## src/rtl/game_pkg.sv

```systemverilog
`default_nettype none
// ============================================================================
// Module : game_pkg
// Brief  : Shared screen geometry, pixel type and colour constants.
// Rev    : 1.0
// ============================================================================
package game_pkg;

    localparam int SCREEN_W = 160;
    localparam int SCREEN_H = 120;
    localparam int X_W      = 8;
    localparam int Y_W      = 7;
    localparam int C_W      = 3;

    localparam logic [C_W-1:0] COL_BLACK = 3'b000;
    localparam logic [C_W-1:0] COL_BLUE  = 3'b001;
    localparam logic [C_W-1:0] COL_GREEN = 3'b010;
    localparam logic [C_W-1:0] COL_RED   = 3'b100;
    localparam logic [C_W-1:0] COL_WHITE = 3'b111;

    typedef struct packed {
        logic [X_W-1:0] x;
        logic [Y_W-1:0] y;
        logic [C_W-1:0] c;
    } pixel_t;

    function automatic logic on_screen(input pixel_t p);
        return (int'(p.x) < SCREEN_W) && (int'(p.y) < SCREEN_H);
    endfunction

endpackage
`default_nettype wire

```

## src/rtl/pixel_write_arbiter_if.sv

```systemverilog
`default_nettype none
// ============================================================================
// Module : pixel_write_arbiter_if
// Brief  : Client request bus plus VGA adapter write bus.
// Rev    : 1.0
// ============================================================================
interface pixel_write_arbiter_if #(
    parameter int N_CLIENTS = 4,
    parameter int X_W       = game_pkg::X_W,
    parameter int Y_W       = game_pkg::Y_W,
    parameter int C_W       = game_pkg::C_W
);
    logic [N_CLIENTS-1:0]     req_valid;
    logic [N_CLIENTS*X_W-1:0] req_x;
    logic [N_CLIENTS*Y_W-1:0] req_y;
    logic [N_CLIENTS*C_W-1:0] req_c;
    logic [N_CLIENTS-1:0]     req_ready;
    logic [X_W-1:0]           vga_x;
    logic [Y_W-1:0]           vga_y;
    logic [C_W-1:0]           vga_c;
    logic                     vga_writeEn;

    // master: draw engines and VGA adapter; slave: the arbiter
    modport master (
        output req_valid, req_x, req_y, req_c,
        input  req_ready, vga_x, vga_y, vga_c, vga_writeEn
    );
    modport slave (
        input  req_valid, req_x, req_y, req_c,
        output req_ready, vga_x, vga_y, vga_c, vga_writeEn
    );
endinterface
`default_nettype wire

```

## src/rtl/pixel_write_arbiter_fifo.sv

```systemverilog
`default_nettype none
// ============================================================================
// Module : pixel_fifo
// Brief  : Synchronous FIFO with level output; power-of-two depth.
// Rev    : 1.0
// ============================================================================
module pixel_fifo #(
    parameter int WIDTH = 18,
    parameter int DEPTH = 8
) (
    input  wire logic                     clk,
    input  wire logic                     resetn,
    input  wire logic                     push_i,
    input  wire logic [WIDTH-1:0]         wdata_i,
    input  wire logic                     pop_i,
    output logic      [WIDTH-1:0]         rdata_o,
    output logic                          full_o,
    output logic                          empty_o,
    output logic      [$clog2(DEPTH):0]   level_o
);
    localparam int AW = $clog2(DEPTH);

    logic [WIDTH-1:0] mem_q [DEPTH];
    logic [AW-1:0]    wr_ptr_q, rd_ptr_q;
    logic [AW:0]      level_q;
    logic             do_push, do_pop;

    assign full_o  = (level_q == (AW+1)'(DEPTH));
    assign empty_o = (level_q == '0);
    assign do_push = push_i && !full_o;
    assign do_pop  = pop_i && !empty_o;
    assign rdata_o = mem_q[rd_ptr_q];
    assign level_o = level_q;

    always_ff @(posedge clk) begin
        if (do_push) mem_q[wr_ptr_q] <= wdata_i;
    end

    // pointers wrap naturally; the extra level bit separates full from empty
    always_ff @(posedge clk) begin
        if (!resetn) begin
            wr_ptr_q <= '0;
            rd_ptr_q <= '0;
            level_q  <= '0;
        end else begin
            if (do_push) wr_ptr_q <= wr_ptr_q + 1'b1;
            if (do_pop)  rd_ptr_q <= rd_ptr_q + 1'b1;
            case ({do_push, do_pop})
                2'b10:   level_q <= level_q + 1'b1;
                2'b01:   level_q <= level_q - 1'b1;
                default: level_q <= level_q;
            endcase
        end
    end
endmodule
`default_nettype wire

```

## src/rtl/pixel_write_arbiter.sv

```systemverilog
`default_nettype none
// ============================================================================
// Module : pixel_write_arbiter
// Brief  : Round-robin pixel request arbiter, FIFO and registered VGA write
//          port. Define PIXEL_CLIP_EN to drop off-screen pixels at drain.
// Rev    : 1.0
// ============================================================================
module pixel_write_arbiter #(
    parameter int N_CLIENTS  = 4,
    parameter int FIFO_DEPTH = 8,
    parameter int X_W        = game_pkg::X_W,
    parameter int Y_W        = game_pkg::Y_W,
    parameter int C_W        = game_pkg::C_W
) (
    input  wire logic                          clk,
    input  wire logic                          resetn,
    pixel_write_arbiter_if.slave               bus,
    input  wire logic                          out_en,
    output logic      [$clog2(FIFO_DEPTH):0]   fifo_level,
    output logic                               busy
);
    localparam int IDX_W = $clog2(N_CLIENTS);
    localparam int E_W   = X_W + Y_W + C_W;

    typedef struct packed {
        logic [X_W-1:0] x;
        logic [Y_W-1:0] y;
        logic [C_W-1:0] c;
    } entry_t;

    logic [IDX_W-1:0] last_q, cand, gnt_idx;
    logic             gnt_any, fifo_full, fifo_empty, pop;
    entry_t           push_data, head, pix_d, pix_q;
    logic             we_d, we_q;

    // search starts one past the last winner so every client gets its turn
    always_comb begin
        gnt_any       = 1'b0;
        gnt_idx       = '0;
        cand          = '0;
        bus.req_ready = '0;
        if (!fifo_full) begin
            for (int k = 1; k <= N_CLIENTS; k++) begin
                cand = IDX_W'((int'(last_q) + k) % N_CLIENTS);
                if (!gnt_any && bus.req_valid[cand]) begin
                    gnt_any = 1'b1;
                    gnt_idx = cand;
                end
            end
        end
        if (gnt_any) bus.req_ready[gnt_idx] = 1'b1;
    end

    always_comb begin
        push_data = '0;
        for (int i = 0; i < N_CLIENTS; i++) begin
            if (gnt_idx == IDX_W'(i)) begin
                push_data = '{x: bus.req_x[i*X_W +: X_W],
                              y: bus.req_y[i*Y_W +: Y_W],
                              c: bus.req_c[i*C_W +: C_W]};
            end
        end
    end

    pixel_fifo #(
        .WIDTH (E_W),
        .DEPTH (FIFO_DEPTH)
    ) u_fifo (
        .clk     (clk),
        .resetn  (resetn),
        .push_i  (gnt_any),
        .wdata_i (push_data),
        .pop_i   (pop),
        .rdata_o (head),
        .full_o  (fifo_full),
        .empty_o (fifo_empty),
        .level_o (fifo_level)
    );

    assign pop = out_en && !fifo_empty;

    always_comb begin
        pix_d = pix_q;
        we_d  = 1'b0;
        if (pop) begin
`ifdef PIXEL_CLIP_EN
            // off-screen entries still consume a drain cycle but never reach the bus
            if ((int'(head.x) < game_pkg::SCREEN_W) && (int'(head.y) < game_pkg::SCREEN_H)) begin
                pix_d = head;
                we_d  = 1'b1;
            end
`else
            pix_d = head;
            we_d  = 1'b1;
`endif
        end
    end

    always_ff @(posedge clk) begin
        if (!resetn) begin
            last_q <= IDX_W'(N_CLIENTS - 1);
            pix_q  <= '0;
            we_q   <= 1'b0;
        end else begin
            if (gnt_any) last_q <= gnt_idx;
            pix_q <= pix_d;
            we_q  <= we_d;
        end
    end

    assign bus.vga_x       = pix_q.x;
    assign bus.vga_y       = pix_q.y;
    assign bus.vga_c       = pix_q.c;
    assign bus.vga_writeEn = we_q;
    assign busy            = (fifo_level != '0) || we_q;
endmodule
`default_nettype wire
```

## src/flat_wrapper.sv

```systemverilog
// flat-port wrapper written by rule: the top's interface ports become plain ports
module pixel_write_arbiter_flat 
#(
    parameter int N_CLIENTS  = 4,
    parameter int FIFO_DEPTH = 8,
    parameter int X_W        = game_pkg::X_W,
    parameter int Y_W        = game_pkg::Y_W,
    parameter int C_W        = game_pkg::C_W
)
  (clk, resetn, out_en, fifo_level, busy, bus_req_valid, bus_req_x, bus_req_y, bus_req_c, bus_req_ready, bus_vga_x, bus_vga_y, bus_vga_c, bus_vga_writeEn);
  pixel_write_arbiter_if #(.N_CLIENTS(N_CLIENTS), .X_W(X_W), .Y_W(Y_W), .C_W(C_W)) bus_i ();
  input  wire logic clk;
  input  wire logic resetn;
  input  wire logic out_en;
  output logic      [$clog2(FIFO_DEPTH):0] fifo_level;
  output logic busy;
  input wire logic [$bits(bus_i.req_valid)-1:0] bus_req_valid;
  input wire logic [$bits(bus_i.req_x)-1:0] bus_req_x;
  input wire logic [$bits(bus_i.req_y)-1:0] bus_req_y;
  input wire logic [$bits(bus_i.req_c)-1:0] bus_req_c;
  output wire logic [$bits(bus_i.req_ready)-1:0] bus_req_ready;
  output wire logic [$bits(bus_i.vga_x)-1:0] bus_vga_x;
  output wire logic [$bits(bus_i.vga_y)-1:0] bus_vga_y;
  output wire logic [$bits(bus_i.vga_c)-1:0] bus_vga_c;
  output wire logic [$bits(bus_i.vga_writeEn)-1:0] bus_vga_writeEn;
  assign bus_i.req_valid = bus_req_valid;
  assign bus_i.req_x = bus_req_x;
  assign bus_i.req_y = bus_req_y;
  assign bus_i.req_c = bus_req_c;
  assign bus_req_ready = bus_i.req_ready;
  assign bus_vga_x = bus_i.vga_x;
  assign bus_vga_y = bus_i.vga_y;
  assign bus_vga_c = bus_i.vga_c;
  assign bus_vga_writeEn = bus_i.vga_writeEn;
  pixel_write_arbiter #(.N_CLIENTS(N_CLIENTS), .FIFO_DEPTH(FIFO_DEPTH), .X_W(X_W), .Y_W(Y_W), .C_W(C_W)) u_core (.clk(clk), .resetn(resetn), .bus(bus_i), .out_en(out_en), .fifo_level(fifo_level), .busy(busy));
endmodule
```

## config.mk

```make
export PLATFORM = sky130hd
export DESIGN_NAME = pixel_write_arbiter_flat
export DESIGN_NICKNAME = d
export VERILOG_FILES = /design/src/rtl/game_pkg.sv /design/src/rtl/pixel_write_arbiter_if.sv /design/src/rtl/pixel_write_arbiter_fifo.sv /design/src/rtl/pixel_write_arbiter.sv /design/src/flat_wrapper.sv
export SDC_FILE = /design/constraint.sdc
export NUM_CORES = 1
export LEC_CHECK = 0
export BUFFER_PORTS_ARGS = -buffer_cell sky130_fd_sc_hd__buf_2
export CORE_MARGIN = 2
export CORE_UTILIZATION = 38
export DETAILED_ROUTE_END_ITERATION = 10
export SLEW_MARGIN = 30
export SYNTH_ARGS = -nofsm -noshare
export SYNTH_HDL_FRONTEND = slang
export SYNTH_SLANG_ARGS = --single-unit
export TNS_END_PERCENT = 10
```

## constraint.sdc

```tcl
create_clock -name clk -period 3.2 [get_ports clk]
set_clock_uncertainty 0.05 [all_clocks]
set_input_delay 0.48 -clock clk [delete_from_list [all_inputs] [get_ports clk]]
set_output_delay 0.48 -clock clk [all_outputs]
set_load 0.005 [all_outputs]
```

### Yosys cells after proc, flatten, opt, wreduce, memory -nomap -nowiden

Memories as Yosys holds them, arrays and structs flattened. A register that Yosys moved wholly into a read port is not among the register bits.
Index checks and enable logic that the tools add are counted.

| storage, ports and cells | value |
|---|---|
| bits in registers | 13 |
| bits in latches | 0 |
| bits in writable memories | 144 |
| bits in read-only memories | 0 |
| input bits | 79 |
| output and inout bits | 28 |
| word-level logic and storage cells | 76 |
| memories kept | 1 |

Memory list:

| name | words | width | read ports | clocked after memory_dff | write ports | RTL line | text |
|---|---|---|---|---|---|---|---|
| u_core.u_fifo.mem_q | 8 | 18 | 1 | 1 | 1 | pixel_write_arbiter_fifo.sv:23 | `logic [WIDTH-1:0] mem_q [DEPTH];` |

| operators by class | value |
|---|---|
| add/sub/neg operators | 8 |
| $mul | 0 |
| div/mod/pow operators | 0 |
| order comparisons | 6 |
| equal/unequal tests | 6 |
| shift-type cells | 0 |
| muxes and demuxes | 32 |
| bitwise gates (word level) | 0 |
| reduce and logical (&&, ||, !) cells | 18 |

Operator list:

| cell | count |
|---|---|
| 2-to-1 mux 18 bit | 4 |
| 2-to-1 mux 1 bit | 16 |
| < comparator 2 x 3 -> 1 bit, second input constant | 5 |
| 2-to-1 mux 2 bit | 5 |
| binary-select mux 1 bit (select 2 bit) | 4 |
| case mux 4 bit (2 select lines) | 1 |
| logical AND 1 bit | 7 |
| adder 3 x 1 -> 3 bit, second input constant | 2 |
| equality test 2 bit, second input constant | 3 |
| zero test 1 bit | 6 |
| adder 2 x 1 -> 2 bit, second input constant | 2 |
| adder 2 bit, second input constant | 2 |
| adder 4 x 1 -> 4 bit, second input constant | 1 |
| equality test 2 x 1 -> 1 bit, second input constant | 2 |
| equality test 4 bit, second input constant | 1 |
| zero test 4 bit | 1 |
| 2-to-1 mux 4 bit | 1 |
| nonzero test 4 bit | 1 |
| subtractor 4 x 1 -> 4 bit, second input constant | 1 |
| demux 1 bit (select 2 bit) | 1 |
| >= comparator 2 x 1 -> 1 bit, second input constant | 1 |
| zero test 2 bit | 1 |
| nonzero test 2 bit | 1 |
| logical OR 1 bit | 1 |

### Longest topological paths before layout

Gate-level depths: netlist (run 1).

| depth | value |
|---|---|
| word-level depth | 22 |
| depth in mapped cells | 12 |
| gate-level depth less buffers | 10 |

### Cells and area by module

Synthesis (run 1) repeated with hierarchy kept, for this count alone.

| unflattened totals | value |
|---|---|
| cell total of the unflattened synthesis | 474 |
| area total of the unflattened synthesis | 7579.8 sq um |

Modules (own cells, without submodules):

| module | times used | cells each | area an instance (sq um) |
|---|---|---|---|
| pixel_fifo | 1 | 282 | 6093.3 |
| pixel_write_arbiter | 1 | 192 | 1486.4 |

### Worst setup path before layout (run 1)

OpenSTA, ideal clock, no wires.

| path | value |
|---|---|
| path kind | input to register |
| start | in bus_req_valid[1] |
| end | mem u_core.u_fifo.mem_q[0][0], enable pin |
| library setup time | 0.439 ns |
| arrival time | 2.765 ns |
| required time | 2.711 ns |
| path slack | -0.054 ns |
| stages | 4 |
| path buffers | 1 |
| cells stage by stage | buf_2 > o41a_1 > inv_2 > nor4_1 |

| on the way | value |
|---|---|
| cells in the longest elaborated chain, start to end | 19 |
| elaborated cells on any way between the ends | 25 |
| those cells by class | 18 x mux; 7 x reduce/logical |

RTL lines:

| element | RTL line | text |
|---|---|---|
| start, declared | flat_wrapper.sv:17 | `input wire logic [$bits(bus_i.req_valid)-1:0] bus_req_valid;` |
| binary-select mux 1 bit (select 2 bit) | pixel_write_arbiter.sv:45 | `if (!gnt_any && bus.req_valid[cand]) begin` |
| 2-to-1 mux 1 bit (implied by the code) | pixel_write_arbiter.sv:45 |  |
| 2-to-1 mux 1 bit | pixel_write_arbiter.sv:45 |  |
| 2-to-1 mux 1 bit | pixel_write_arbiter.sv:42 | `if (!fifo_full) begin` |
| zero test 1 bit | pixel_write_arbiter.sv:45 |  |
| logical AND 1 bit | pixel_write_arbiter.sv:45 |  |
| 2-to-1 mux 1 bit | pixel_write_arbiter.sv:45 |  |
| 2-to-1 mux 1 bit | pixel_write_arbiter.sv:42 |  |
| [... 3 more ...] | - |  |
| 2-to-1 mux 1 bit | pixel_write_arbiter.sv:42 |  |
| zero test 1 bit | pixel_write_arbiter.sv:45 |  |
| logical AND 1 bit | pixel_write_arbiter.sv:45 |  |
| 2-to-1 mux 1 bit * | pixel_write_arbiter.sv:45 |  |
| 2-to-1 mux 1 bit * | pixel_write_arbiter.sv:42 |  |
| logical AND 1 bit * | pixel_write_arbiter_fifo.sv:30 | `assign do_push = push_i && !full_o;` |
| 2-to-1 mux 1 bit * | pixel_write_arbiter_fifo.sv:36 | `if (do_push) mem_q[wr_ptr_q] <= wdata_i;` |
| 2-to-1 mux 1 bit (implied by the code) * | pixel_write_arbiter_fifo.sv:36 |  |
| end, declared | pixel_write_arbiter_fifo.sv:23 |  |

Every way passes the cells marked *; elsewhere a longest branch is shown, timed or not. The select of a mux whose other input is x is not followed.

### Worst setup path in the final report (run 1)

| path | value |
|---|---|
| start | reg u_core.last_q[1] |
| end | out bus_req_ready[0] |

| on the way | value |
|---|---|
| cells in the longest elaborated chain, start to end | 22 |
| elaborated cells on any way between the ends | 37 |
| those cells by class | 4 x add/sub; 2 x order compare; 24 x mux; 7 x reduce/logical |

RTL lines:

| element | RTL line | text |
|---|---|---|
| start, declared | pixel_write_arbiter.sv:31 | `logic [IDX_W-1:0] last_q, cand, gnt_idx;` |
| start signal, assigned | pixel_write_arbiter.sv:101 | `last_q <= IDX_W'(N_CLIENTS - 1);` |
| start signal, assigned | pixel_write_arbiter.sv:105 | `if (gnt_any) last_q <= gnt_idx;` |
| adder 2 x 1 -> 2 bit | pixel_write_arbiter.sv:44 | `cand = IDX_W'((int'(last_q) + k) % N_CLIENTS);` |
| binary-select mux 1 bit (select 2 bit) | pixel_write_arbiter.sv:45 |  |
| 2-to-1 mux 1 bit (implied by the code) | pixel_write_arbiter.sv:45 |  |
| 2-to-1 mux 1 bit | pixel_write_arbiter.sv:45 |  |
| 2-to-1 mux 1 bit | pixel_write_arbiter.sv:42 |  |
| zero test 1 bit | pixel_write_arbiter.sv:45 |  |
| logical AND 1 bit | pixel_write_arbiter.sv:45 |  |
| 2-to-1 mux 1 bit | pixel_write_arbiter.sv:45 |  |
| [... 6 more ...] | - |  |
| logical AND 1 bit | pixel_write_arbiter.sv:45 |  |
| 2-to-1 mux 2 bit | pixel_write_arbiter.sv:45 |  |
| 2-to-1 mux 2 bit | pixel_write_arbiter.sv:42 |  |
| < comparator 2 x 3 -> 1 bit (implied by the code) or >= comparator 2 x 1 -> 1 bit (tied branches) | pixel_write_arbiter.sv:51 | `if (gnt_any) bus.req_ready[gnt_idx] = 1'b1;` |
| logical AND 1 bit (implied by the code) | pixel_write_arbiter.sv:51 |  |
| 2-to-1 mux 1 bit (implied by the code) | pixel_write_arbiter.sv:51 |  |
| demux 1 bit (select 2 bit) | - |  |
| 2-to-1 mux 4 bit * | pixel_write_arbiter.sv:51 |  |
| end, declared | flat_wrapper.sv:21 | `output wire logic [$bits(bus_i.req_ready)-1:0] bus_req_ready;` |

Marked as above.

==> results.md, run 1 <==
- The flow ran to the end, and the final reports show no timing, DRC or antenna violations.
- Pin placement for this block handled 107 I/O pins.
- For the worst setup path, the data required time is 2.67 ns.
- After synthesis, the share of flip-flops with an asynchronous set or reset is 0.
- The total of cells resized after clock tree synthesis is 0.
- The sum of negative setup slack is 0 ns.
- The area of the core region is 0.0189 mm2.
- From bottom edge to top edge, the die measures 143 um.
- The slowest stage of the critical path belongs to the cell sky130_fd_sc_hd__o311ai_4.
- A synthesized cell averages 18.7 um2.
- STA classifies the critical path endpoint as an output pin.
- The final wirelength is 15400 um.
- The wire length of the first global-routing pass is 23600 um.
- For the finished layout, the period the worst path requires is 2.87 ns.
- The CTS root buffer is sky130_fd_sc_hd__clkbuf_16.
- The final count of pins violating max slew came to 0.
- After filler insertion, the fill cell instance count of the layout stands at 1674.
- Dividing the detail-routed via count by the number of cells gives 5.10.
- Across the run, the number of max-cap violations was 0.
- For this run, the post-layout net count is 600.
- The final global-route overflow total is 0.
- The depth of the CTS H-tree is 4.
- The final route contains 4025 vias.
- The fraction of the cycle the final worst path needs is 0.895.
- The width of the chip is 143 um.
- The placement row count is 50.
- The global placer's final weighted congestion is 0.743.
- For the pin with the worst max-slew slack, the measured transition is 0.747 ns.
- The floorplan die area is 0.0205 mm2.
- The area growth from synthesis to layout is 21.3%.
- The synthesized instance count is 395.
- The cts-stage hold buffer count is 0.
- The synthesized-area fraction occupied by ao, oa, aoi and oai cells is 0.0473.
- The dominant combinational cell family by area after synthesis is multiplexers.
- The number of antenna violations at the first check in global routing is 0.
- The initial standard-cell utilization of the core is 0.390.
- The post-synthesis sequential area ratio is 0.671.
- Based on the critical path, the design can be clocked at up to 0.349 GHz.
- After synthesis, the netlist uses 44 different library cells.
- Setup violations remaining at the end of the flow were counted as 0.
- Of all nets on the critical path, the largest fanout is 11.
- At the later pin of the worst-skew pair, clock insertion delay measures 0.42 ns.
- The via count of the first global-routing pass was 4103.
- For this design the static power due to leakage is 3.29 nW.
- 0 antenna diodes ended up in the layout.
- The CTS tree is built.
- On the worst path, the slowest cell contributes a delay of 0.56 ns.
- In this run, synthesis produced a sequential element count of 175.
- Counting every net in the synthesized netlist gives 479.
- Clock-pin slew was measured on the worst setup and hold paths at 0.06 ns.
- The worst IR drop on VDD is 417 uV.
- The number of enable flip-flop cells after synthesis is 144.
- The post-synthesis share of cell area spent on full adders, half adders and majority gates is 0.00848.
- The tightest slew margin relative to the limit is 0.499.
- In the final layout, the share of cells above drive strength 1 is 0.429.
- The top flip-flop cell by instance count after synthesis is sky130_fd_sc_hd__edfxtp_1.
- The number of port buffers is 106.
- The post-synthesis cell area is 0.00737 mm2.
- The number of buffers inserted during clock tree synthesis is 17.
- Once detail routing completed, the nets flagged for antenna violations numbered 0.
- Measured against the total synthesized area, the mux share comes to 0.194.
- In this run the deepest clock path goes through 2 buffers.
- Setup repair after global routing left no endpoint under its margin.
- The total power density per cell area is 761 mW/mm2.
- The number of buffers added for setup after CTS is 0.
- The type of origin of the critical path is a register.
- The number of iterations in the first detailed-routing pass is 5.
- The path class of the lowest-slack min-delay path is reg -> reg.
- In the global route stage, overall resource usage came out at 0.159.
- For this run, design rule violations remaining after detail routing come to 0.
- In the final routed layout, each cell accounts on average for 19.6 um.
- The wire-length estimate of the detail-placed layout is 10300 um.
- The maximum number of pins on one net before global-route repair is 32.
- The minimum setup slack among reg-to-reg paths is 0.37 ns.
- By startpoint and endpoint, the worst setup path is classified as reg -> out.
- The data arrival at the endpoint of the critical path is 2.34 ns.
- The signal on the critical path passes through nor3b_1 > a21oi_1 > nor2_1 > o311ai_4 > buf_6 > and3_1 > buf_2.
- The design draws 6.81 mW.
- The post-layout utilization of the core is 0.473.
- The violation count after the first detailed-routing iteration is 289.
- The count of final hold-check violations is 0.
- Of the total synthesized cell area, the portion taken by XOR and XNOR cells is 0.00831.
- The number of warnings reported in the yosys synthesis log is 0.
- CTS saw 175 sinks.
- On the final layout, the worst hold slack is 0.444 ns.
- Of the total synthesized cell area, the portion taken by AND, OR, NAND and NOR gates is 0.0495.
## report_power, final
| group | internal, mW | leakage (nW) | total (mW) | switching, mW |
|---|---|---|---|---|
| Clock | 1.20 | 0.289 | 2.01 | 0.813 |
| Combinational | 0.857 | 1.42 | 1.68 | 0.819 |
| Sequential | 2.94 | 1.58 | 3.12 | 0.186 |
## critical path, delay by kind of cell (launching register included)
kind / cells / cell delay (ns)
AND/OR/NAND/NOR: 3 / 0.35
AO/OA/AOI/OAI: 2 / 0.69
flip-flops: 1 / 0.52
buffers and inverters: 2 / 0.36
## per-stage QoR
step,cells,instance area (um2),worst slack (ns)
6_report,789,8940,0.335
5_1_grt,789,8940,0.139
4_1_cts,789,8940,0.308
3_5_place_dp,757,8350,0.350
3_3_place_gp,756,8320,0.234
2_1_floorplan,395,7380,0.414
## state kept, by name, summed over array words and instances (netlist names)
register and flops:
u_core.bus.vga_writeEn 1, u_core.u_fifo.level_o 4, u_core.bus.vga_x 8, u_core.u_fifo.rd_ptr_q 3, u_core.u_fifo.mem_q 144, u_core.last_q 2
u_core.u_fifo.wr_ptr_q 3, u_core.bus.vga_y 7, u_core.bus.vga_c 3
## placed cells by master, fill, tap and decap left out, types with 2 or more instances in the layout
master	netlist	final
sky130_fd_sc_hd__clkinv_2	0	3
sky130_fd_sc_hd__dfxtp_2	0	2
sky130_fd_sc_hd__ha_1	5	5
sky130_fd_sc_hd__buf_4	1	17
sky130_fd_sc_hd__dfxtp_1	31	29
sky130_fd_sc_hd__buf_2	7	106
sky130_fd_sc_hd__xor2_1	4	4
sky130_fd_sc_hd__nor3b_2	2	2
sky130_fd_sc_hd__nor2_1	6	3
sky130_fd_sc_hd__buf_12	1	3
sky130_fd_sc_hd__a21boi_0	2	2
sky130_fd_sc_hd__nor2b_1	7	6
sky130_fd_sc_hd__nor3_4	0	3
sky130_fd_sc_hd__mux4_1	3	3
sky130_fd_sc_hd__o311ai_4	1	2
sky130_fd_sc_hd__o21ai_0	2	2
sky130_fd_sc_hd__o211a_1	18	18
sky130_fd_sc_hd__nand2b_1	4	4
sky130_fd_sc_hd__clkbuf_16	0	17
sky130_fd_sc_hd__xnor2_1	3	3
sky130_fd_sc_hd__clkbuf_8	0	6
sky130_fd_sc_hd__nand2_1	28	28
sky130_fd_sc_hd__mux4_2	51	51
sky130_fd_sc_hd__nor2_2	0	3
sky130_fd_sc_hd__nor4bb_1	2	2
sky130_fd_sc_hd__o21a_1	4	4
sky130_fd_sc_hd__edfxtp_1	144	144
sky130_fd_sc_hd__clkinvlp_4	0	2
sky130_fd_sc_hd__a21oi_1	6	6
sky130_fd_sc_hd__and2_1	5	5
sky130_fd_sc_hd__mux2i_1	20	20
## cell families (layout without fill, tap and decap cells)
family                   after synthesis  count (layout)
AO/OA/AOI/OAI                         39              39
XOR/XNOR                               7               7
adder cells (fa/ha/maj)                5               5
buffers and inverters                 27             161
flip-flops                           175             175
multiplexers                          74              74
AND/OR/NAND/NOR                       68              68
## path summary, 6_finish.rpt
| path | from | endpoint | depth (start not counted) |
|---|---|---|---|
| worst max-delay path | u_core.last_q[1]$_SDFFE_PN1P_ | bus_req_ready[0] | 7 |
| worst min-delay path | u_core.bus.vga_y[0]$_SDFFE_PN0P_ | u_core.bus.vga_y[0]$_SDFFE_PN0P_ | 1 |
| worst max register to register | u_core.u_fifo.level_o[0]$_SDFFE_PN0P_ | u_core.u_fifo.level_o[2]$_SDFFE_PN0P_ | 10 |
| worst min register to register | u_core.bus.vga_y[0]$_SDFFE_PN0P_ | u_core.bus.vga_y[0]$_SDFFE_PN0P_ | 1 |
## metal layers
layer | wire length (um) | global-route usage
met5 | 0 | 0
met4 | 157 | 0.0480
met3 | 859 | 0.0383
met2 | 7750 | 0.262
met1 | 6680 | 0.210
## cell usage after synthesis, types with 2 or more instances
cell type | number | area share
sky130_fd_sc_hd__a21boi_0 | 2 | 0.0020
sky130_fd_sc_hd__a21oi_1 | 6 | 0.0041
sky130_fd_sc_hd__and2_1 | 5 | 0.0042
sky130_fd_sc_hd__buf_2 | 7 | 0.0048
sky130_fd_sc_hd__buf_6 | 3 | 0.0046
sky130_fd_sc_hd__clkbuf_1 | 12 | 0.0061
sky130_fd_sc_hd__dfxtp_1 | 31 | 0.084
sky130_fd_sc_hd__edfxtp_1 | 144 | 0.59
sky130_fd_sc_hd__ha_1 | 5 | 0.0085
sky130_fd_sc_hd__mux2i_1 | 20 | 0.027
sky130_fd_sc_hd__mux4_1 | 3 | 0.011
sky130_fd_sc_hd__mux4_2 | 51 | 0.16
sky130_fd_sc_hd__nand2_1 | 28 | 0.014
sky130_fd_sc_hd__nand2b_1 | 4 | 0.0034
sky130_fd_sc_hd__nor2_1 | 6 | 0.0031
sky130_fd_sc_hd__nor2b_1 | 7 | 0.0059
sky130_fd_sc_hd__nor3_1 | 5 | 0.0034
sky130_fd_sc_hd__nor3b_2 | 2 | 0.0034
sky130_fd_sc_hd__nor4_1 | 2 | 0.0017
sky130_fd_sc_hd__nor4bb_1 | 2 | 0.0027
sky130_fd_sc_hd__o211a_1 | 18 | 0.024
sky130_fd_sc_hd__o21a_1 | 4 | 0.0041
sky130_fd_sc_hd__o21ai_0 | 2 | 0.0014
sky130_fd_sc_hd__xnor2_1 | 3 | 0.0036
sky130_fd_sc_hd__xor2_1 | 4 | 0.0048
## area by class of cell
type	count	area, um2	share of cell area
clock buffers	24	512	0.0572
clock inverters	8	77.6	0.00867
repair buffers	127	729	0.0816
well taps	260	325	0.0364
inverters	2	7.51	0.000839
flip-flops and latches	175	4950	0.553
multi-input cells	193	2340	0.262
(Power assumes the default switching activity.)
==> run 2: changes to the inputs <==
--- a/config.mk
+++ b/config.mk
@@ -5,6 +5,7 @@
 export SDC_FILE = /design/constraint.sdc
 export NUM_CORES = 1
 export LEC_CHECK = 0
+export ABC_AREA = 1
 export BUFFER_PORTS_ARGS = -buffer_cell sky130_fd_sc_hd__buf_2
 export CORE_MARGIN = 2
 export CORE_UTILIZATION = 38
==> run 2 against run 1 <==
  * Flip-flop and latch count did not move
  * Register-to-register slack better by 0.12 ns
  * Critical path type unchanged
  * Clock-buffer cell count grew 2
  * Routed wire length up 21%
  * Final area increased by 0.97%
  * Critical endpoint unchanged
  * Largest cell class unchanged
==> results.md, run 2 <==
- The flow ran to the end, and the final reports show no timing, DRC or antenna violations.
- The number of antenna violations at the first check in global routing is 1 (+1).
- The final wirelength is 18700 um (+21%).
- The net count after synthesis is 775 (+62%).
- The number of enable flip-flop cells after synthesis was 144 (unchanged).
- Setup repair after global routing left no endpoint under its margin.
- The average size of a mapped cell is 11.0 um2 (-41%).
- The layer flagged by global routing as most heavily used is met2.
- u_core.u_fifo.mem_q holds more flip-flops than any other register.
- The global routing met1 resource utilization was 0.260 (+0.0497).
- The final cell count without fillers is 1069 (+35%).
- The total power density per cell area is 1170 mW/mm2 (+54%).
- The clock slew seen by the registers of the worst setup and hold paths is 0.06 ns (about the same).
- The die boundary height is 146 um (+1.6%).
- The global placer's final weighted congestion is 0.821 (+10%).
- The minimum setup slack among reg-to-reg paths is 0.49 ns (+0.12 ns).
- The slew at the pin closest to its max-slew limit is 0.736 ns (-0.0113 ns).
- The post-synthesis async set-or-reset flop share is 0 (unchanged).
- The ratio of routed vias to standard cells came to 5.21 (+2.2%).
- The portion of netlist area occupied by mux cells is 0 (-0.194).
- The final worst hold slack came to 0.350 ns (-0.0949 ns).
- The depth of the CTS H-tree is 4 (unchanged).
- The cts-stage hold buffer count is 0 (unchanged).
- The largest total area in the synthesized netlist belongs to sky130_fd_sc_hd__edfxtp_1.
- The global-route track usage on met2 is 0.268 (+0.00603).
- The synthesized-area fraction occupied by xor and xnor cells is 0.00459 (-0.00372).
- The final routed DRC violation total is 0 (unchanged).
- The width of the chip is 146 um (+1.6%).
- The number of iterations in the first detailed-routing pass is 5 (unchanged).
- The antenna cell count was 0 (unchanged).
- The category of the worst setup path capture point is an output pin.
- The met3 track demand over resource is 0.0323 (-0.00603).
- The maximum number of pins on one net before global-route repair is 42 (+31%).
- Leaving out fill and tap cells, the most frequent cell in the layout is sky130_fd_sc_hd__edfxtp_1.
- The worst IR drop on VDD came to 1050 uV (+150%).
- The total I/O pin count was 107 (unchanged).
- Clock tree synthesis selected as its root buffer the cell sky130_fd_sc_hd__clkbuf_16.
- The cell total after placement is 1036 (+37%).
- The count of clock tree sinks is 175 (unchanged).
- The tightest slew margin relative to the limit is 0.509 (+0.00955).
- The endpoint required time on the critical path is 2.67 ns (about the same).
- The critical path class is reg -> out.
- Ranked by instance count, the synthesized netlist is headed by sky130_fd_sc_hd__edfxtp_1, sky130_fd_sc_hd__nor2_1, sky130_fd_sc_hd__o21ai_0.
- The shortest period the worst path allows was 2.93 ns (+0.0651 ns).
- The fraction of layout instances using a drive strength above 1 is 0.236 (-0.193).
- The floorplan die area is 0.0212 mm2 (+3.3%).
- The startpoint identified for the worst register-to-register timing path is u_core.last_q[1]$_SDFFE_PN1P_.
- The data arrival at the endpoint of the critical path is 2.40 ns (+0.06 ns).
- Ranked by total cell area, the synthesized netlist is headed by sky130_fd_sc_hd__edfxtp_1, sky130_fd_sc_hd__dfxtp_1, sky130_fd_sc_hd__o21ai_0, sky130_fd_sc_hd__nand3_1, sky130_fd_sc_hd__nor2_1.
- The post-layout utilization of the core is 0.461 (-0.0124).
- The number of nets with antenna violations after routing came to 0 (unchanged).
- The sum of negative setup slack is 0 ns (unchanged).
- The simple-gate portion of the synthesized area is 0.170 (+0.121).
- The overall global routing resource usage is 0.177 (+0.0186).
- The initial standard-cell utilization of the core is 0.389 (-0.00105).
- The HPWL after detailed placement is 11900 um (+15%).
- The most critical setup path has its startpoint at u_core.last_q[1]$_SDFFE_PN1P_.
- The worst register-to-register path ends at u_core.u_fifo.mem_q[5][0]$_DFFE_PP_.
- The critical path goes through inv_2 > nand2_2 > nand2_2 > nand2_2 > nand2_4 > nor2_8 > nand3_1 > nand2_1 > inv_2 > nand2_8 > inv_4 > nor3_1 > buf_2.
- The count of final hold-check violations is 0 (unchanged).
- The number of warnings reported in the yosys synthesis log came to 0 (unchanged).
- The most used flip-flop cell after synthesis is sky130_fd_sc_hd__edfxtp_1.
- The share of the synthesized area in the top cell type is 0.567 (-0.0193).
- The number of cells on the worst reg-to-reg path is 13 (+3).
- The worst-case clock buffer depth is 2 (unchanged).
- The synthesized instance count came to 691 (+75%).
- The post-synthesis share of cell area spent on full adders, half adders and majority gates is 0.00820 (-0.000280).
- The leakage power of the design is 3.38 nW (+2.8%).
- The via count of the first global-routing pass is 5085 (+24%).
- The violation count after the first detailed-routing iteration was 497 (+72%).
- Compared with the post-synthesis result, the final layout area differs by 18.4%.
- The cell type with the highest occurrence count on the critical path is sky130_fd_sc_hd__nand2_2.
- The most critical setup path has its endpoint at bus_req_ready[0].
- The area of the core region is 0.0196 mm2 (+3.7%).
- The maximum cell stage delay along the critical path came to 0.48 ns (-0.08 ns).
- The average routed wire per standard cell is 17.5 um (-11%).
- The number of setup violations in the final report is 0 (unchanged).
- The top cell types in the final layout, fill and taps aside, are sky130_fd_sc_hd__edfxtp_1, sky130_fd_sc_hd__buf_2, sky130_fd_sc_hd__nor2_1.
- The synthesized-area fraction occupied by ao, oa, aoi and oai cells is 0.126 (+0.0782).
- The final count of pins violating max slew is 0 (unchanged).
- The largest individual stage delay along the critical path comes from the cell sky130_fd_sc_hd__dfxtp_1.
- The clock network latency to the later pin of the worst-skew pair is 0.42 ns (about the same).
- The highest fanout seen on the critical path is 41 (+30).
- The total vias in the final route is 5573 (+38%).
- The post-synthesis sequential area ratio is 0.648 (-0.0221).
- The path class of the lowest-slack min-delay path is in -> reg.
- The number of max-capacitance violations reported is 0 (unchanged).
- Among all cell types in the netlist, the one instantiated most often is sky130_fd_sc_hd__edfxtp_1.
- The highest achievable clock rate is 0.341 GHz (-2.2%).
- The flip-flop and latch count after synthesis is 175 (unchanged).
- The CTS tree is built.
- The final global-route overflow total is 0 (unchanged).
- The number of buffers inserted during clock tree synthesis was 17 (unchanged).
- The post-synthesis cell type count was 36 (-18%).
- The type of origin of the critical path is a register.
- The fraction of the cycle the final worst path needs was 0.916 (+0.0203).
- The placement row count is 51 (+2.0%).
- The wire length of the first global-routing pass is 28700 um (+22%).
- The number of flip-flops under the largest register name is 144 (unchanged).
- The post-synthesis cell area came to 0.00763 mm2 (+3.4%).
- The net total in the final layout is 875 (+46%).
- The number of port buffers came to 106 (unchanged).
- By area, the combinational part of the netlist is dominated by simple AND/OR/NAND/NOR gates.
run 2: worst min path at each step:
stage                                           startpoint  cells past startpoint  slack, ns                                     end
finish                                              resetn                      2       0.35           u_core.last_q[1]$_SDFFE_PN1P_
floorplan           u_core.u_fifo.wr_ptr_q[2]$_SDFFE_PN0P_                      1       0.40  u_core.u_fifo.wr_ptr_q[2]$_SDFFE_PN0P_
global placement          u_core.bus.vga_y[4]$_SDFFE_PN0P_                      2       0.40        u_core.bus.vga_y[4]$_SDFFE_PN0P_
detailed placement        u_core.bus.vga_y[0]$_SDFFE_PN0P_                      2       0.40        u_core.bus.vga_y[0]$_SDFFE_PN0P_
global route                                        resetn                      2       0.34           u_core.last_q[0]$_SDFFE_PN1P_
CTS                                                 resetn                      2       0.34           u_core.last_q[1]$_SDFFE_PN1P_
run 2: report_power, final:
group          internal [mW]  leakage, nW  switching, mW
combinational           1.15         1.50           3.07
clock                   1.25        0.299          0.822
sequential              4.05         1.58          0.222
run 2: cell type report:
class,instances,area [um2]
Fill cell,1823,10600
Sequential cell,175,4950
Clock buffer,26,541
Timing Repair Buffer,126,681
Inverter,28,110
Tap cell,265,332
Multi-Input combinational cell,443,2350
Clock inverter,6,66.3
run 2: through the flow:
stage	power [mW]	area [um2]	setup slack (ns)
after detailed placement	8.52	8410	0.428
after global placement	8.43	8410	0.487
after global routing	11.2	9030	0.106
after CTS	10.6	9030	0.113
after floorplan	7.20	7630	0.657
final	10.6	9030	0.270
run 2: logic make-up after synthesis:
| logic type | count (synthesis) |
|---|---|
| compound gates | 164 |
| xor+xnor | 4 |
| fa+ha+maj | 5 |
| buf+inv | 73 |
| flops | 175 |
| simple gates | 270 |
run 2: critical path: cells and delay by family, from the launching register on:
family	cells	cell delay, ns
buffers and inverters	4	0.50
DFF	1	0.48
and+or+nand+nor	9	0.97
run 2: repair_timing:
action	CTS	global route
buffers inserted	1	0
pin swaps	1	0
endpoints found under the setup margin	1	1
resized for setup	0	1
run 2: layer usage:
layer,wire length (um),vias to the layer above
li1,-,2725
met1,9020,2582
met5,0,-
met3,1310,22
met4,259,0
met2,8080,244
==> run 3: changes to the inputs <==
--- a/config.mk
+++ b/config.mk
@@ -10,6 +10,7 @@
 export CORE_MARGIN = 2
 export CORE_UTILIZATION = 38
 export DETAILED_ROUTE_END_ITERATION = 10
+export PLACE_DENSITY_LB_ADDON = 0.15
 export SLEW_MARGIN = 30
 export SYNTH_ARGS = -nofsm -noshare
 export SYNTH_HDL_FRONTEND = slang
==> run 3 against run 2 <==
  * Register-to-register slack improved by 0.02 ns
  * Sequential power barely moved
  * Die area did not move
  * Critical path depth fell by 2
  * Non-clock buffer count rose by 3
  * Global-route usage rose by 0.90 points
  * Final area rose by 1.1%
  * Utilization rose by 0.52 points
  * Sequential share of layout area fell by 0.61 points
  * Routed wire length rose by 5.3%
  * Largest power group is now combinational logic
  * Highest routed layer unchanged
==> results.md, run 3 (synthesis gave the netlist of run 2 again) <==
- The total power density per cell area is 1200 mW/mm2 (+2.6%).
- The floorplan die area is 0.0212 mm2 (unchanged).
- The critical path class is reg -> out.
- The fraction of layout instances using a drive strength above 1 is 0.237 (+0.000361).
- The overall global routing resource usage was 0.186 (+0.00902).
- The antenna cell count came to 0 (unchanged).
- The number of antenna violations at the first check in global routing is 0 (-1).
- The depth of the CTS H-tree is 4 (unchanged).
- The final wirelength was 19700 um (+5.3%).
- The via count of the first global-routing pass is 5476 (+7.7%).
- The HPWL after detailed placement is 12200 um (+2.8%).
- The sum of negative setup slack was 0 ns (unchanged).
- The maximum number of pins on one net before global-route repair is 76 (+81%).
- The cts-stage hold buffer count is 0 (unchanged).
- The maximum cell stage delay along the critical path was 0.49 ns (about the same).
- The type of origin of the critical path is a register.
- The leakage power of the design is 3.43 nW (+1.5%).
- The data arrival at the endpoint of the critical path is 2.40 ns (about the same).
- The tightest slew margin relative to the limit came to 0.420 (-0.0891).
- The area of the core region came to 0.0196 mm2 (unchanged).
- The placement row count came to 51 (unchanged).
- The violation count after the first detailed-routing iteration was 352 (-29%).
- The fraction of the cycle the final worst path needs is 0.914 (-0.00142).
- The total I/O pin count is 107 (unchanged).
- The slowest library cell on the worst path is sky130_fd_sc_hd__dfxtp_1.
- The shortest period the worst path allows is 2.93 ns (-0.00453 ns).
- The library cell used most frequently in the layout, excluding fill and tap cells, is sky130_fd_sc_hd__edfxtp_1.
- The final global-route overflow total is 0 (unchanged).
- The count of clock tree sinks was 175 (unchanged).
- The slew at the pin closest to its max-slew limit came to 0.865 ns (+0.129 ns).
- The number of port buffers came to 106 (unchanged).
- The die boundary height is 146 um (unchanged).
- The net total in the final layout is 878 (+0.34%).
- The number of flip-flops under the largest register name is 144 (unchanged).
- The flow ran to the end, and the final reports show no timing, DRC or antenna violations.
- The ratio of routed vias to standard cells was 5.38 (+3.1%).
- The clock slew seen by the registers of the worst setup and hold paths is 0.06 ns (about the same).
- The clock network latency to the later pin of the worst-skew pair is 0.43 ns (about the same).
- The total vias in the final route came to 5764 (+3.4%).
- The worst-case clock buffer depth came to 2 (unchanged).
- The critical path goes through inv_2 > nand2_1 > nand2_2 > nand2_2 > nand2_4 > nor2_8 > nand3_4 > nand2_4 > nand3_4 > nor2_8 > buf_2.
- The final worst slack is 0.274 ns (+0.00453 ns).
- Clock tree synthesis selected as its root buffer the cell sky130_fd_sc_hd__clkbuf_16.
- The highest achievable clock rate came to 0.342 GHz (+0.16%).
- The count of final hold-check violations came to 0 (unchanged).
- The final routed DRC violation total is 0 (unchanged).
- TritonCTS built the clock tree.
- Leaving out fill and tap cells, the most frequent cells in the layout are sky130_fd_sc_hd__edfxtp_1, sky130_fd_sc_hd__buf_2, sky130_fd_sc_hd__nor2_1.
- The number of buffers inserted during clock tree synthesis is 17 (unchanged).
- The global placer's final weighted congestion is 0.861 (+4.9%).
- Compared with the post-synthesis result, the final layout area differs by 19.7%.
- The number of setup violations in the final report is 0 (unchanged).
- The setup slack at placement is 0.462 ns (+0.0337 ns).
- The category of the worst setup path capture point is an output pin.
- The width of the chip is 146 um (unchanged).
- The number of max-capacitance violations reported is 0 (unchanged).
- u_core.u_fifo.mem_q holds more flip-flops than any other register.
- The worst IR drop on VDD is 1040 uV (-1.4%).
- The highest fanout seen on the critical path is 37 (-9.8%).
- The final count of pins violating max slew is 0 (unchanged).
- The average routed wire per standard cell was 18.3 um (+5.0%).
- The wire length of the first global-routing pass was 30200 um (+5.1%).
- Setup repair after global routing left no endpoint under its margin.
- The number of iterations in the first detailed-routing pass came to 4 (-1).
- The initial standard-cell utilization of the core is 0.389 (unchanged).
- The endpoint required time on the critical path is 2.67 ns (about the same).
- The number of nets with antenna violations after routing is 0 (unchanged).
- In this run the worst hold path is classified as in -> reg.
-- run 3: cell types whose count changed in the layout (fill, tap and decap cells not counted), sizes merged --
cell,previous run,this run
buf,126,129
bufinv,1,7
clkbuf,26,18
clkinv,2,7
inv,30,27
-- run 3: layer usage --
metal  GRT usage  part of all wire
met1       0.254              0.46
met2       0.294              0.45
met3      0.0433             0.072
met4      0.0627             0.015
met5           0                 0
-- run 3: path summary, 6_finish.rpt --
path	startpoint	to	slack [ns]	cells after the start
worst min register to register	u_core.bus.vga_x[7]$_SDFFE_PN0P_	u_core.bus.vga_x[7]$_SDFFE_PN0P_	0.41	2
worst max register to register	u_core.last_q[1]$_SDFFE_PN1P_	u_core.u_fifo.mem_q[4][7]$_DFFE_PP_	0.51	12
worst min-delay path	resetn	u_core.last_q[1]$_SDFFE_PN1P_	0.35	2
worst max-delay path	u_core.last_q[1]$_SDFFE_PN1P_	bus_req_ready[3]	0.27	11
-- run 3: through the flow --
stage / instance area (um2) / hold WS, ns / utilization / std cells / power [mW]
finish: 9130 / 0.348 / 0.466 / 1072 / 11.0
global placement: 8400 / 0.404 / 0.429 / 1033 / 8.31
floorplan: 7630 / 0.402 / - / 691 / 7.20
CTS: 9080 / 0.334 / 0.463 / 1065 / 10.9
global route: 9130 / 0.343 / 0.466 / 1072 / 11.6
detailed placement: 8400 / 0.403 / 0.429 / 1033 / 8.52
-- run 3: final cells by class --
| cell class | count | area (um2) |
|---|---|---|
| sequential | 175 | 4950 |
| inverter | 28 | 110 |
| tap | 265 | 332 |
| fill | 1795 | 10500 |
| multi-input combinational | 443 | 2350 |
| clock buffer | 18 | 429 |
| timing repair buffer | 129 | 716 |
| clock inverter | 14 | 244 |
-- run 3: repair_timing --
action	4_1_cts	5_1_grt
setup endpoints to repair	1	2
resized for setup	0	1
pin swaps	1	1
setup buffers	0	7
-- run 3: report_power, final --
part / internal (mW) / switching, mW / total (mW)
Combinational: 1.21 / 3.14 / 4.36
Clock: 1.53 / 0.828 / 2.36
Sequential: 4.05 / 0.194 / 4.24
Total: 6.79 / 4.17 / 11.0
-- run 3: worst max-delay path, delay by kind of cell, from the launching register on --
kind,cells,cell delay [ns]
buffers and inverters,2,0.25
and+or+nand+nor,9,1.22
DFF,1,0.49
